<file path="src/rtl/sys_cmd_ctrl_if.sv">
// Signal bundle between the command controller and its RX sync, RegFile, ALU and TX FIFO neighbours.
// master = controller side, slave = surrounding blocks.
interface sys_cmd_ctrl_if #(
    parameter int DATA_WIDTH = 8,
    parameter int ADDR_WIDTH = 4,
    parameter int FUNC_WIDTH = 4
);
    logic [DATA_WIDTH-1:0]   RX_P_DATA;
    logic                    RX_D_VLD;
    logic [DATA_WIDTH-1:0]   RdData;
    logic                    RdData_Valid;
    logic [2*DATA_WIDTH-1:0] ALU_OUT;
    logic                    ALU_OUT_VALID;
    logic                    FIFO_FULL;
    logic [ADDR_WIDTH-1:0]   Address;
    logic                    WrEn;
    logic                    RdEn;
    logic [DATA_WIDTH-1:0]   WrData;
    logic                    ALU_EN;
    logic [FUNC_WIDTH-1:0]   ALU_FUNC;
    logic                    CLK_EN;
    logic [DATA_WIDTH-1:0]   TX_P_DATA;
    logic                    TX_D_VLD;
    logic                    FRAME_ERR;

    modport master (
        input  RX_P_DATA, RX_D_VLD, RdData, RdData_Valid, ALU_OUT, ALU_OUT_VALID, FIFO_FULL,
        output Address, WrEn, RdEn, WrData, ALU_EN, ALU_FUNC, CLK_EN, TX_P_DATA, TX_D_VLD, FRAME_ERR
    );

    modport slave (
        output RX_P_DATA, RX_D_VLD, RdData, RdData_Valid, ALU_OUT, ALU_OUT_VALID, FIFO_FULL,
        input  Address, WrEn, RdEn, WrData, ALU_EN, ALU_FUNC, CLK_EN, TX_P_DATA, TX_D_VLD, FRAME_ERR
    );
endinterface

</file>
<file path="src/rtl/sys_cmd_ctrl.sv">
// REF_CLK-domain command controller: parses RX frames and sequences RegFile, ALU and TX FIFO.
// Optional inter-byte frame timeout enabled by defining SYS_CTRL_TIMEOUT_EN.
//
// state    | meaning
// ---------+------------------------------------------------------------
// IDLE     | waiting for an opcode byte (AA/BB/CC/DD), others ignored
// WR_ADDR  | RF write: waiting for address byte
// WR_DATA  | RF write: waiting for data byte, then WrEn
// RD_ADDR  | RF read: waiting for address byte, then RdEn
// RD_WAIT  | RF read: waiting for RdData_Valid
// ALU_A    | ALU: waiting for operand A (written to RF[0])
// ALU_B    | ALU: waiting for operand B (written to RF[1])
// ALU_FN   | ALU: waiting for function byte, then ALU_EN
// ALU_WAIT | ALU: waiting for ALU_OUT_VALID
// TX_RD    | pushing read data to TX FIFO
// TX_LO    | pushing ALU result low byte
// TX_HI    | pushing ALU result high byte
module sys_cmd_ctrl #(
    parameter int DATA_WIDTH     = 8,
    parameter int ADDR_WIDTH     = 4,
    parameter int FUNC_WIDTH     = 4,
    parameter int TIMEOUT_CYCLES = 1024
) (
    input  logic           CLK,
    input  logic           RST,
    sys_cmd_ctrl_if.master bus
);
    typedef enum logic [3:0] {
        IDLE, WR_ADDR, WR_DATA, RD_ADDR, RD_WAIT, ALU_A, ALU_B, ALU_FN, ALU_WAIT, TX_RD, TX_LO, TX_HI
    } state_t;

    localparam logic [DATA_WIDTH-1:0] OP_WR     = DATA_WIDTH'(8'hAA);
    localparam logic [DATA_WIDTH-1:0] OP_RD     = DATA_WIDTH'(8'hBB);
    localparam logic [DATA_WIDTH-1:0] OP_ALU    = DATA_WIDTH'(8'hCC);
    localparam logic [DATA_WIDTH-1:0] OP_ALU_NO = DATA_WIDTH'(8'hDD);

    state_t                  state;
    logic [2*DATA_WIDTH-1:0] tx_buf;

`ifdef SYS_CTRL_TIMEOUT_EN
    localparam int TO_W = (TIMEOUT_CYCLES > 2) ? $clog2(TIMEOUT_CYCLES) : 1;
    localparam logic [TO_W-1:0] TO_LOAD = TO_W'(TIMEOUT_CYCLES - 1);

    logic [TO_W-1:0] timer;
    logic            in_frame;

    assign in_frame = state inside {WR_ADDR, WR_DATA, RD_ADDR, ALU_A, ALU_B, ALU_FN};
`else
    assign bus.FRAME_ERR = 1'b0;
`endif

    always_ff @(posedge CLK) begin
        if (RST) begin
            state         <= IDLE;
            tx_buf        <= '0;
            bus.Address   <= '0;
            bus.WrEn      <= 1'b0;
            bus.RdEn      <= 1'b0;
            bus.WrData    <= '0;
            bus.ALU_EN    <= 1'b0;
            bus.ALU_FUNC  <= '0;
            bus.CLK_EN    <= 1'b0;
            bus.TX_P_DATA <= '0;
            bus.TX_D_VLD  <= 1'b0;
`ifdef SYS_CTRL_TIMEOUT_EN
            bus.FRAME_ERR <= 1'b0;
            timer         <= TO_LOAD;
`endif
        end else begin
            bus.WrEn     <= 1'b0;
            bus.RdEn     <= 1'b0;
            bus.ALU_EN   <= 1'b0;
            bus.TX_D_VLD <= 1'b0;
            case (state)
                IDLE: if (bus.RX_D_VLD) begin
                    if (bus.RX_P_DATA == OP_WR)          state <= WR_ADDR;
                    else if (bus.RX_P_DATA == OP_RD)     state <= RD_ADDR;
                    else if (bus.RX_P_DATA == OP_ALU)    state <= ALU_A;
                    else if (bus.RX_P_DATA == OP_ALU_NO) state <= ALU_FN;
                end
                WR_ADDR: if (bus.RX_D_VLD) begin
                    bus.Address <= bus.RX_P_DATA[ADDR_WIDTH-1:0];
                    state       <= WR_DATA;
                end
                WR_DATA: if (bus.RX_D_VLD) begin
                    bus.WrData <= bus.RX_P_DATA;
                    bus.WrEn   <= 1'b1;
                    state      <= IDLE;
                end
                RD_ADDR: if (bus.RX_D_VLD) begin
                    bus.Address <= bus.RX_P_DATA[ADDR_WIDTH-1:0];
                    bus.RdEn    <= 1'b1;
                    state       <= RD_WAIT;
                end
                RD_WAIT: if (bus.RdData_Valid) begin
                    tx_buf <= {{DATA_WIDTH{1'b0}}, bus.RdData};
                    state  <= TX_RD;
                end
                // Operands land in RF[0]/RF[1] where the ALU reads them.
                ALU_A: if (bus.RX_D_VLD) begin
                    bus.Address <= '0;
                    bus.WrData  <= bus.RX_P_DATA;
                    bus.WrEn    <= 1'b1;
                    state       <= ALU_B;
                end
                ALU_B: if (bus.RX_D_VLD) begin
                    bus.Address <= ADDR_WIDTH'(1);
                    bus.WrData  <= bus.RX_P_DATA;
                    bus.WrEn    <= 1'b1;
                    state       <= ALU_FN;
                end
                ALU_FN: if (bus.RX_D_VLD) begin
                    bus.ALU_FUNC <= bus.RX_P_DATA[FUNC_WIDTH-1:0];
                    bus.ALU_EN   <= 1'b1;
                    bus.CLK_EN   <= 1'b1;
                    state        <= ALU_WAIT;
                end
                ALU_WAIT: if (bus.ALU_OUT_VALID) begin
                    tx_buf     <= bus.ALU_OUT;
                    bus.CLK_EN <= 1'b0;
                    state      <= TX_LO;
                end
                TX_RD, TX_LO: if (!bus.FIFO_FULL) begin
                    bus.TX_P_DATA <= tx_buf[DATA_WIDTH-1:0];
                    bus.TX_D_VLD  <= 1'b1;
                    state         <= (state == TX_LO) ? TX_HI : IDLE;
                end
                TX_HI: if (!bus.FIFO_FULL) begin
                    bus.TX_P_DATA <= tx_buf[2*DATA_WIDTH-1:DATA_WIDTH];
                    bus.TX_D_VLD  <= 1'b1;
                    state         <= IDLE;
                end
                default: state <= IDLE;
            endcase
`ifdef SYS_CTRL_TIMEOUT_EN
            // Down-counter reloads on every accepted byte; terminal count aborts the frame.
            bus.FRAME_ERR <= 1'b0;
            if (!in_frame || bus.RX_D_VLD) begin
                timer <= TO_LOAD;
            end else if (timer == '0) begin
                state         <= IDLE;
                bus.FRAME_ERR <= 1'b1;
                timer         <= TO_LOAD;
            end else begin
                timer <= timer - 1'b1;
            end
`endif
        end
    end
endmodule
</file>
<file path="src/flat_wrapper.sv">
// flat-port wrapper written by rule: the top's interface ports become plain ports
module sys_cmd_ctrl_flat 
#(
    parameter int DATA_WIDTH     = 8,
    parameter int ADDR_WIDTH     = 4,
    parameter int FUNC_WIDTH     = 4,
    parameter int TIMEOUT_CYCLES = 1024
)
  (CLK, RST, bus_RX_P_DATA, bus_RX_D_VLD, bus_RdData, bus_RdData_Valid, bus_ALU_OUT, bus_ALU_OUT_VALID, bus_FIFO_FULL, bus_Address, bus_WrEn, bus_RdEn, bus_WrData, bus_ALU_EN, bus_ALU_FUNC, bus_CLK_EN, bus_TX_P_DATA, bus_TX_D_VLD, bus_FRAME_ERR);
  sys_cmd_ctrl_if #(.DATA_WIDTH(DATA_WIDTH), .ADDR_WIDTH(ADDR_WIDTH), .FUNC_WIDTH(FUNC_WIDTH)) bus_i ();
  input  logic CLK;
  input  logic RST;
  input wire logic [$bits(bus_i.RX_P_DATA)-1:0] bus_RX_P_DATA;
  input wire logic [$bits(bus_i.RX_D_VLD)-1:0] bus_RX_D_VLD;
  input wire logic [$bits(bus_i.RdData)-1:0] bus_RdData;
  input wire logic [$bits(bus_i.RdData_Valid)-1:0] bus_RdData_Valid;
  input wire logic [$bits(bus_i.ALU_OUT)-1:0] bus_ALU_OUT;
  input wire logic [$bits(bus_i.ALU_OUT_VALID)-1:0] bus_ALU_OUT_VALID;
  input wire logic [$bits(bus_i.FIFO_FULL)-1:0] bus_FIFO_FULL;
  output wire logic [$bits(bus_i.Address)-1:0] bus_Address;
  output wire logic [$bits(bus_i.WrEn)-1:0] bus_WrEn;
  output wire logic [$bits(bus_i.RdEn)-1:0] bus_RdEn;
  output wire logic [$bits(bus_i.WrData)-1:0] bus_WrData;
  output wire logic [$bits(bus_i.ALU_EN)-1:0] bus_ALU_EN;
  output wire logic [$bits(bus_i.ALU_FUNC)-1:0] bus_ALU_FUNC;
  output wire logic [$bits(bus_i.CLK_EN)-1:0] bus_CLK_EN;
  output wire logic [$bits(bus_i.TX_P_DATA)-1:0] bus_TX_P_DATA;
  output wire logic [$bits(bus_i.TX_D_VLD)-1:0] bus_TX_D_VLD;
  output wire logic [$bits(bus_i.FRAME_ERR)-1:0] bus_FRAME_ERR;
  assign bus_i.RX_P_DATA = bus_RX_P_DATA;
  assign bus_i.RX_D_VLD = bus_RX_D_VLD;
  assign bus_i.RdData = bus_RdData;
  assign bus_i.RdData_Valid = bus_RdData_Valid;
  assign bus_i.ALU_OUT = bus_ALU_OUT;
  assign bus_i.ALU_OUT_VALID = bus_ALU_OUT_VALID;
  assign bus_i.FIFO_FULL = bus_FIFO_FULL;
  assign bus_Address = bus_i.Address;
  assign bus_WrEn = bus_i.WrEn;
  assign bus_RdEn = bus_i.RdEn;
  assign bus_WrData = bus_i.WrData;
  assign bus_ALU_EN = bus_i.ALU_EN;
  assign bus_ALU_FUNC = bus_i.ALU_FUNC;
  assign bus_CLK_EN = bus_i.CLK_EN;
  assign bus_TX_P_DATA = bus_i.TX_P_DATA;
  assign bus_TX_D_VLD = bus_i.TX_D_VLD;
  assign bus_FRAME_ERR = bus_i.FRAME_ERR;
  sys_cmd_ctrl #(.DATA_WIDTH(DATA_WIDTH), .ADDR_WIDTH(ADDR_WIDTH), .FUNC_WIDTH(FUNC_WIDTH), .TIMEOUT_CYCLES(TIMEOUT_CYCLES)) u_core (.CLK(CLK), .RST(RST), .bus(bus_i));
endmodule
</file>
<file path="config.mk">
export PLATFORM = sky130hd
export DESIGN_NAME = sys_cmd_ctrl_flat
export DESIGN_NICKNAME = d
export VERILOG_FILES = /design/src/rtl/sys_cmd_ctrl_if.sv /design/src/rtl/sys_cmd_ctrl.sv /design/src/flat_wrapper.sv
export SDC_FILE = /design/constraint.sdc
export NUM_CORES = 1
export LEC_CHECK = 0
export CORE_MARGIN = 3
export CORE_UTILIZATION = 45
export DETAILED_ROUTE_END_ITERATION = 8
export PLACE_DENSITY_LB_ADDON = 0.1
export SLEW_MARGIN = 20
export SYNTH_ARGS = -nofsm -noshare
export SYNTH_HDL_FRONTEND = slang
export SYNTH_SLANG_ARGS = --single-unit
</file>
<file path="constraint.sdc">
create_clock -name CLK -period 2.4 [get_ports CLK]
set_input_delay 0.48 -clock CLK [delete_from_list [all_inputs] [get_ports CLK]]
set_output_delay 0.48 -clock CLK [all_outputs]
set_load 0.03 [all_outputs]
</file>
# --- Word level (Yosys, flattened, before mapping) ---
# Cells that the tools add are included.
word_totals:
  register_bits: 49
  inputBits: 38
  out_inout_bits: 30
  wordCells: 94
op_classes:
  n_eq_ne: 28
  mux: 31
  bitwise_logic: 4
  n_reduce_logical: 20
ops:
  columns: ["operator", "count"]
  rows:
  - ["$mux 4", 18]
  - ["$pmux 4 s11", 1]
  - ["$eq 8x8->1 const B", 4]
  - ["$mux 16", 2]
  - ["$pmux 16 s2", 1]
  - ["$ne 2x2->1 const B", 11]
  - ["$eq 4x3->1 const B", 4]
  - ["$eq 4x4->1 const B", 4]
  - ["$mux 8", 2]
  - ["$pmux 8 s2", 1]
  - ["$pmux 4 s3", 1]
  - ["$reduce_and 12->1", 1]
  - ["$reduce_or 2->1", 6]
  - ["$reduce_and 3->1", 3]
  - ["$eq 4x2->1 const B", 2]
  - ["$reduce_bool 2->1", 3]
  - ["$reduce_or 3->1", 2]
  - ["$ne 5x1->1 const B", 1]
  - ["$eq 4x1->1 const B", 1]
  - ["$logic_not 4->1", 1]
  - ["$mux 1", 4]
  - ["$not 1->1", 4]
  - ["$reduce_and 2->1", 2]
  - ["$reduce_and 4->1", 1]
  - ["3 further kinds", 3]

# --- Depth between registers and ports, before layout ---
# Gate-level depths: netlist of run 1.
depth:
  word_depth: 7
  mapped_depth: 7
  mapped_depth_nobuf: 5

# --- Worst setup path before layout of run 1 ---
# Ideal clock, no wire load.
synth_path:
  path_kind: "input -> register"
  start: "in bus_RX_P_DATA[6]"
  end: "reg u_core.state[1]"
  setup_time_ns: 0.116
  arrival_ns: 1.603
  required_time_ns: 2.284
  setup_slack_ns: 0.681
  stages: 5
  n_path_buf: 0
  path_cell_list: "and4bb_1 o2111ai_1 a221oi_4 o221ai_1 o211a_1"
synth_between:
  elab_chain_cells: 6
  word_cells_on_any_way: 11
  classes_between: "eq/ne (5); mux (5); reduce/logical (1)"
synth_rtl:
  columns: ["item", "line", "text"]
  rows:
  - ["from (decl)", "flat_wrapper.sv:13", "input wire logic [$bits(bus_i.RX_P_DATA)-1:0] bus_RX_P_DATA;"]
  - ["$eq 8x8->1", "sys_cmd_ctrl.sv:78", "else if (bus.RX_P_DATA == OP_ALU) state <= ALU_A;"]
  - ["$mux 4", "sys_cmd_ctrl.sv:78", null]
  - ["$mux 4", "sys_cmd_ctrl.sv:77", "else if (bus.RX_P_DATA == OP_RD) state <= RD_ADDR;"]
  - ["$mux 4", "sys_cmd_ctrl.sv:76", "if (bus.RX_P_DATA == OP_WR) state <= WR_ADDR;"]
  - ["$mux 4", "sys_cmd_ctrl.sv:75", "IDLE: if (bus.RX_D_VLD) begin"]
  - ["$pmux 4 s11", "sys_cmd_ctrl.sv:74", "case (state)"]
  - ["to (signal assigned)", "sys_cmd_ctrl.sv:126", "state <= (state == TX_LO) ? TX_HI : IDLE;"]
  - ["to (decl)", "sys_cmd_ctrl.sv:37", "state_t state;"]
# Several ways; a longest one is shown, not always the timed one. The select of a mux whose other input is x is not followed.
# A chain may end at the register's enable or synchronous reset.

# --- Final worst setup path of run 1 ---
layout_path:
  start: "in bus_RX_P_DATA[1]"
  end: "reg u_core.state[1]"
# The elaborated chain is that of the path after synthesis.

==> flow_summary.json, run 1 <==
{
  "tightest_slew_ps": 539,
  "crit_type": "in -> reg",
  "placementRows": 24,
  "num_io_pins": 68,
  "synth_most_common_cell": "dfxtp_1",
  "portBuffers": 66,
  "drc": 0,
  "post_drt_wl_per_cell_um": 13.7,
  "path_delay_family": "compound AO/OA/AOI/OAI gates",
  "yosys.area.top_type": "dfxtp_1",
  "num_antenna_cells": 0,
  "fin_crit_ps": 2050,
  "cp_num_buf_inv": 1,
  "cts_buffers": 5,
  "syn_nets": 272,
  "grt_overflow_total": 0,
  "holdPathStages": 2,
  "synthTopCellsByCount": "dfxtp_1, nor2_1, mux2i_1",
  "grt_usage_pct": 18.1,
  "hpwl_mm": 3.82,
  "cts_hold_buffers": 0,
  "synthCells": 234,
  "finalWorstSetupSlack_ps": 349,
  "critical_path.cell_chain": "clkdlybuf4s50_1 -> and4bb_1 -> o2111ai_1 -> a221oi_4 -> o221ai_1 -> o211a_1",
  "setup_tns_ps": 0,
  "grt_max_degree": 24,
  "fp.dieW_um": 75.8,
  "preCtsSetupSlack_ps": 14.6,
  "cts-root-buf": "clkbuf_8",
  "finalHoldViolCount": 0,
  "min_path_type": "reg -> reg",
  "syn_area_per_cell_um2": 9.37,
  "dr_total_vias": 1887,
  "cts_max_level": 2,
  "critPathSlowestCell": "clkdlybuf4s50_1",
  "die_area_um2": 5750,
  "critPathLaunchType": "primary input",
  "wirelength_mm": 5.03,
  "cts_tree": "yes",
  "dieHeight_um": 75.8,
  "r2r_cells": 4,
  "final_max_slew_viol_count": 0,
  "cp_num_cells": 6,
  "status": "finished, final reports clean",
  "clkSlewWorstSetupHoldPaths_ps": 90,
  "finalInstanceArea_um2": 3000,
  "p_per_area_nw_per_um2": 797,
  "synth_top_area_share_pct": 44.7,
  "fmax_mhz": 488,
  "critPathRequiredTime_ps": 2600,
  "slew-limit-headroom_pct": 64.0,
  "ys_warn_count": 0,
  "clock_skew_ps": 7.91,
  "post_cts_resized": 0,
  "p_total_w": 0.00239,
  "core-area_um2": 4530,
  "via_per_inst": 5.16,
  "placed_cell_area_um2": 2910,
  "post_cts_buffers": 0,
  "leakage_nw": 1.07,
  "finalCritPeriodShare_pct": 85.4,
  "nets": 338,
  "syn_area_um2": 2190,
  "cts.sink_count": 49,
  "synth_edf_count": 0,
  "synth.area.top_cells": "dfxtp_1, mux2i_1, nor2_1",
  "cp.arrival_ps": 2250,
  "ant_nets": 0,
  "antenna_found_initial": 0,
  "grt_pass1_vias": 1619,
  "grt_pass1_wl_mm": 7.87,
  "seq_area_frac_synth_pct": 44.7,
  "drt_iter0_markers": 98,
  "drtPass1Iterations": 4,
  "setup_viol": 0,
  "cts_buffer_depth": 2,
  "synthToLayoutAreaGrowth_pct": 36.7,
  "fillers": 385,
  "initial_core_util_pct": 48.4,
  "drive_gt1_share_pct": 8.64,
  "async_flop_share_pct": 0,
  "end_kind": "flip-flop",
  "place_congestion": 0.831,
  "crit_path_max_fanout": 7,
  "synth_top_flop_cell": "dfxtp_1",
  "irDropWorstVdd_v": 0.000476,
  "yosys.cell_types.count": 42,
  "hold_slack_ps": 460,
  "ys_seq_elements": 49,
  "maxCapViolCount": 0,
  "clk_latency_ps": 310,
  "slowest_delay_ps": 540,
  "rsz0062_at_grt": "no"
}
-- cell usage in the layout, fill, tap and decap left out, types with 2 or more instances in the layout --
master / Yosys / final
clkdlybuf4s50_1: 0 / 65
dfxtp_1: 49 / 49
nor2_1: 44 / 44
mux2i_1: 30 / 30
a211oi_1: 17 / 17
a22oi_1: 9 / 9
a21oi_1: 8 / 8
nor3_1: 7 / 7
buf_4: 4 / 7
nand2_1: 6 / 6
nand3_1: 5 / 5
clkbuf_8: 0 / 5
nand2b_1: 4 / 4
inv_1: 3 / 3
xnor2_1: 3 / 3
and2b_1: 2 / 2
nor2b_1: 2 / 2
nor3_2: 2 / 2
nor4_1: 2 / 2
nor2_2: 2 / 2
o21ai_0: 2 / 2
o2111ai_1: 2 / 2
or2_1: 2 / 2
a2111oi_0: 2 / 2
-- through the flow --
| stage | utilization (%) | cells |
|---|---|---|
| 2_1_floorplan | - | 234 |
| 3_3_place_gp | 64.2 | 358 |
| 3_5_place_dp | 64.2 | 358 |
| 4_1_cts | 66.1 | 366 |
| 5_1_grt | 66.1 | 366 |
| 6_report | 66.1 | 366 |
-- where the power goes --
part	switching, W	internal (W)	leakage [nW]	total, W
Sequential	0.000129	0.000929	0.397	0.00106
Clock	0.000287	0.000207	0.0445	0.000494
Combinational	0.000445	0.000392	0.632	0.000837
-- state kept, by name, summed over array words and instances, names as in the netlist --
register / count
u_core.bus.TX_D_VLD: 1
u_core.bus.TX_P_DATA: 8
u_core.bus.RdEn: 1
u_core.bus.ALU_FUNC: 4
u_core.bus.Address: 4
u_core.tx_buf: 16
u_core.bus.WrEn: 1
u_core.bus.ALU_EN: 1
u_core.bus.CLK_EN: 1
u_core.bus.WrData: 8
u_core.state: 4
-- tightest hold or removal path: cells and delay by family, from the launching register on --
family | cells | cell delay (ps)
compound gates | 1 | 50
flops | 1 | 320
simple gates | 1 | 50
-- final timing paths --
kind                                                              to                          startpoint  slack, ps
worst min-delay path              u_core.bus.Address[1]$_SDFFE_PP0P_  u_core.bus.Address[1]$_SDFFE_PP0P_        460
worst max-delay path                    u_core.state[1]$_SDFFE_PP0P_                    bus_RX_P_DATA[1]        350
worst min register to register    u_core.bus.Address[1]$_SDFFE_PP0P_  u_core.bus.Address[1]$_SDFFE_PP0P_        460
worst max register to register  u_core.bus.TX_P_DATA[1]$_SDFFE_PP0P_        u_core.state[3]$_SDFFE_PP0P_        470
-- layer usage --
metal | up-vias | share of wire, % | routed length, um | global-route usage, %
li1 | 979 | - | - | -
met1 | 838 | 49 | 2470 | 26.7
met2 | 64 | 43 | 2150 | 25.8
met3 | 6 | 6.9 | 347 | 4.35
met4 | 0 | 1.4 | 68 | 5.83
met5 | - | 0 | 0 | 0
-- cell type report --
cell class,count,area (um^2),area share [%]
tap,65,81.3,2.71
timing repair buffer,73,708,23.6
clock inverter,3,21.3,0.709
sequential,49,981,32.7
inverter,4,15.0,0.501
multi-input combinational,167,1120,37.5
clock buffer,5,68.8,2.29
-- cells by family (layout without fill, tap and decap cells) --
logic type | Yosys count | count (layout) | synth area share (%)
AOI/OAI and AO/OA | 49 | 49 | 16.9
other | 1 | 1 | 0.171
buffers and inverters | 18 | 85 | 4.34
xor gates and xnor gates | 3 | 3 | 1.20
DFF | 49 | 49 | 44.7
muxes | 30 | 30 | 13.7
and+or+nand+nor | 84 | 84 | 19.0
Power figures use the tool's default switching activity.
==> inputs of run 2 (changes only) <==
--- a/config.mk
+++ b/config.mk
@@ -7,6 +7,7 @@
 export LEC_CHECK = 0
 export CORE_MARGIN = 3
 export CORE_UTILIZATION = 45
+export CTS_CLUSTER_SIZE = 20
 export DETAILED_ROUTE_END_ITERATION = 8
 export PLACE_DENSITY_LB_ADDON = 0.1
 export SLEW_MARGIN = 20
==> results of run 2 <==
The final DEF is identical to that of run 1; final timing and power are the same.
==> inputs of run 3 (changes only) <==
--- a/config.mk
+++ b/config.mk
@@ -5,6 +5,7 @@
 export SDC_FILE = /design/constraint.sdc
 export NUM_CORES = 1
 export LEC_CHECK = 0
+export ABC_AREA = 1
 export CORE_MARGIN = 3
 export CORE_UTILIZATION = 45
 export CTS_CLUSTER_SIZE = 20
==> flow_summary.json, run 3 <==
{
  "status": "finished, final reports clean",
  "synthToLayoutAreaGrowth_pct": 33.7,
  "r2r_cells": 6,
  "synth_top_area_share_pct": 41.6,
  "crit_type": "reg -> out",
  "drive_gt1_share_pct": 5.32,
  "post_cts_buffers": 0,
  "hpwl_mm": 4.44,
  "leakage_nw": 1.35,
  "critPathSlowestCell": "clkdlybuf4s50_1",
  "fillers": 477,
  "synth.area.top_cells": "dfxtp_1, nand2_1, inv_1",
  "clk_latency_ps": 300,
  "finalCritPeriodShare_pct": 76.1,
  "finalHoldViolCount": 0,
  "fmax_mhz": 547,
  "syn_area_um2": 2360,
  "cts_tree": "yes",
  "clock_skew_ps": 1.57,
  "place_congestion": 0.973,
  "synthCells": 331,
  "synth_top_flop_cell": "dfxtp_1",
  "slowest_delay_ps": 680,
  "ys_warn_count": 0,
  "nets": 433,
  "critPathLaunchType": "flip-flop",
  "final_max_slew_viol_count": 0,
  "ys_seq_elements": 49,
  "synth_most_common_cell": "nand2_1",
  "clkSlewWorstSetupHoldPaths_ps": 80,
  "regMostFlops": "u_core.tx_buf",
  "synthTopCellsByCount": "nand2_1, dfxtp_1, inv_1",
  "cp_num_cells": 1,
  "post_cts_resized": 0,
  "cp_num_buf_inv": 1,
  "drtPass1Iterations": 4,
  "end_kind": "output port",
  "multiInputGateArea_um2": 1140,
  "portBuffers": 66,
  "finalInstanceArea_um2": 3150,
  "rr_startpoint": "u_core.state[3]$_SDFFE_PP0P_",
  "critical_path.cell_chain": "clkdlybuf4s50_1",
  "mostFrequentLayoutCells": "nand2_1, clkdlybuf4s50_1, dfxtp_1",
  "fin_crit_ps": 1830,
  "irDropWorstVdd_v": 0.000409,
  "initial_core_util_pct": 48.3,
  "p_per_area_nw_per_um2": 900,
  "via_per_inst": 5.04,
  "maxCapViolCount": 0,
  "cts_max_level": 2,
  "synth_fa_ha_area_share_pct": 0,
  "cts_buffers": 5,
  "cp.arrival_ps": 1350,
  "drc": 0,
  "grt_max_degree": 26,
  "setup_viol": 0,
  "dr_total_vias": 2328,
  "startpoint": "u_core.bus.TX_P_DATA[6]$_SDFFE_PP0P_",
  "placed_cell_area_um2": 3060,
  "cts.sink_count": 49,
  "syn_nets": 369,
  "grt_pass1_vias": 2189,
  "synth_edf_count": 0,
  "grt_overflow_total": 0,
  "post_drt_wl_per_cell_um": 12.7,
  "r2r_slack_ps": 690,
  "final-seq-area_um2": 981,
  "r2r_end": "u_core.tx_buf[13]$_SDFFE_PP0P_",
  "min_path_type": "reg -> reg",
  "antenna_found_initial": 0,
  "seq_area_frac_synth_pct": 41.6,
  "setup_tns_ps": 0,
  "core-area_um2": 4880,
  "ant_nets": 0,
  "die_area_um2": 6140,
  "grt_usage_pct": 19.8,
  "yosys.cell_types.count": 31,
  "largest_reg_flops": 16,
  "reg_top3": "u_core.tx_buf (16), u_core.bus.TX_P_DATA (8), u_core.bus.WrData (8)",
  "grt_pass1_wl_mm": 9.75,
  "placementRows": 25,
  "crit_path_end": "bus_TX_P_DATA[6]",
  "cts_buffer_depth": 2,
  "synthSimpleGateAreaFrac_pct": 27.1,
  "dieHeight_um": 78.4,
  "cts_hold_buffers": 0,
  "synthMuxAreaShare_pct": 0,
  "critPathRequiredTime_ps": 1920,
  "wirelength_mm": 5.86,
  "async_flop_share_pct": 0,
  "yosys.area.top_type": "dfxtp_1",
  "synth-compound-area-share_pct": 21.1,
  "hold_path_startpoint": "u_core.tx_buf[14]$_SDFFE_PP0P_",
  "path_delay_family": "buffers and inverters",
  "synth_xor_area_share_pct": 0,
  "rsz0062_at_grt": "no",
  "synth_top_family_by_area": "simple AND/OR/NAND/NOR gates",
  "final_common_cell": "nand2_1",
  "drt_iter0_markers": 117,
  "cts-root-buf": "clkbuf_8",
  "fp.dieW_um": 78.4,
  "crit_path_max_fanout": 2,
  "num_io_pins": 68,
  "num_antenna_cells": 0,
  "syn_area_per_cell_um2": 7.12
}
run 3: final cells by class:
| cell class | count | area share (%) |
|---|---|---|
| clock buffer | 6 | 2.62 |
| clock inverter | 1 | 0.238 |
| inverter | 45 | 5.36 |
| multi-input combinational | 226 | 36.2 |
| sequential | 49 | 31.1 |
| tap | 67 | 2.66 |
| timing repair buffer | 68 | 21.8 |
run 3: routing by layer:
metal	wire length, um	vias up	track usage (%)
li1	-	1214	-
met1	2480	1040	22.6
met2	2980	70	36.4
met3	349	4	4.47
met4	54	0	6.29
met5	0	-	0
run 3: kinds of logic (layout without fill, tap and decap cells):
| family | count (synthesis) | count (layout) |
|---|---|---|
| compound gates | 82 | 82 |
| buf+inv | 56 | 120 |
| flops | 49 | 49 |
| other cells | 1 | 1 |
| simple gates | 143 | 143 |
run 3: worst min-delay path by stage:
| stage | to | slack (ps) | cells past startpoint |
|---|---|---|---|
| final | u_core.tx_buf[14]$_SDFFE_PP0P_ | 460 | 2 |
| after global routing | u_core.tx_buf[14]$_SDFFE_PP0P_ | 480 | 2 |
| after CTS | u_core.tx_buf[12]$_SDFFE_PP0P_ | 470 | 2 |
| after detailed placement | u_core.tx_buf[14]$_SDFFE_PP0P_ | 450 | 2 |
| after global placement | u_core.tx_buf[10]$_SDFFE_PP0P_ | 450 | 2 |
| after floorplan | u_core.tx_buf[10]$_SDFFE_PP0P_ | 430 | 2 |
run 3: where the power goes:
part / total [W] / switching (W) / internal, W
clock network: 0.000493 / 0.000265 / 0.000228
registers: 0.00110 / 0.000117 / 0.000980
logic: 0.00125 / 0.000784 / 0.000464
total: 0.00284 / 0.00117 / 0.00167
run 3: per-stage QoR:
| step | hold WS [ps] | setup slack, ps | cells | util [%] | total power, W |
|---|---|---|---|---|---|
| final | 464 | 573 | 462 | 64.6 | 0.00284 |
| after global routing | 483 | 526 | 462 | 64.6 | 0.00306 |
| after CTS | 467 | 555 | 462 | 64.6 | 0.00286 |
| after detailed placement | 452 | 434 | 455 | 62.7 | 0.00237 |
| after global placement | 448 | 481 | 455 | 62.7 | 0.00235 |
| after floorplan | 434 | 1010 | 331 | - | 0.00202 |
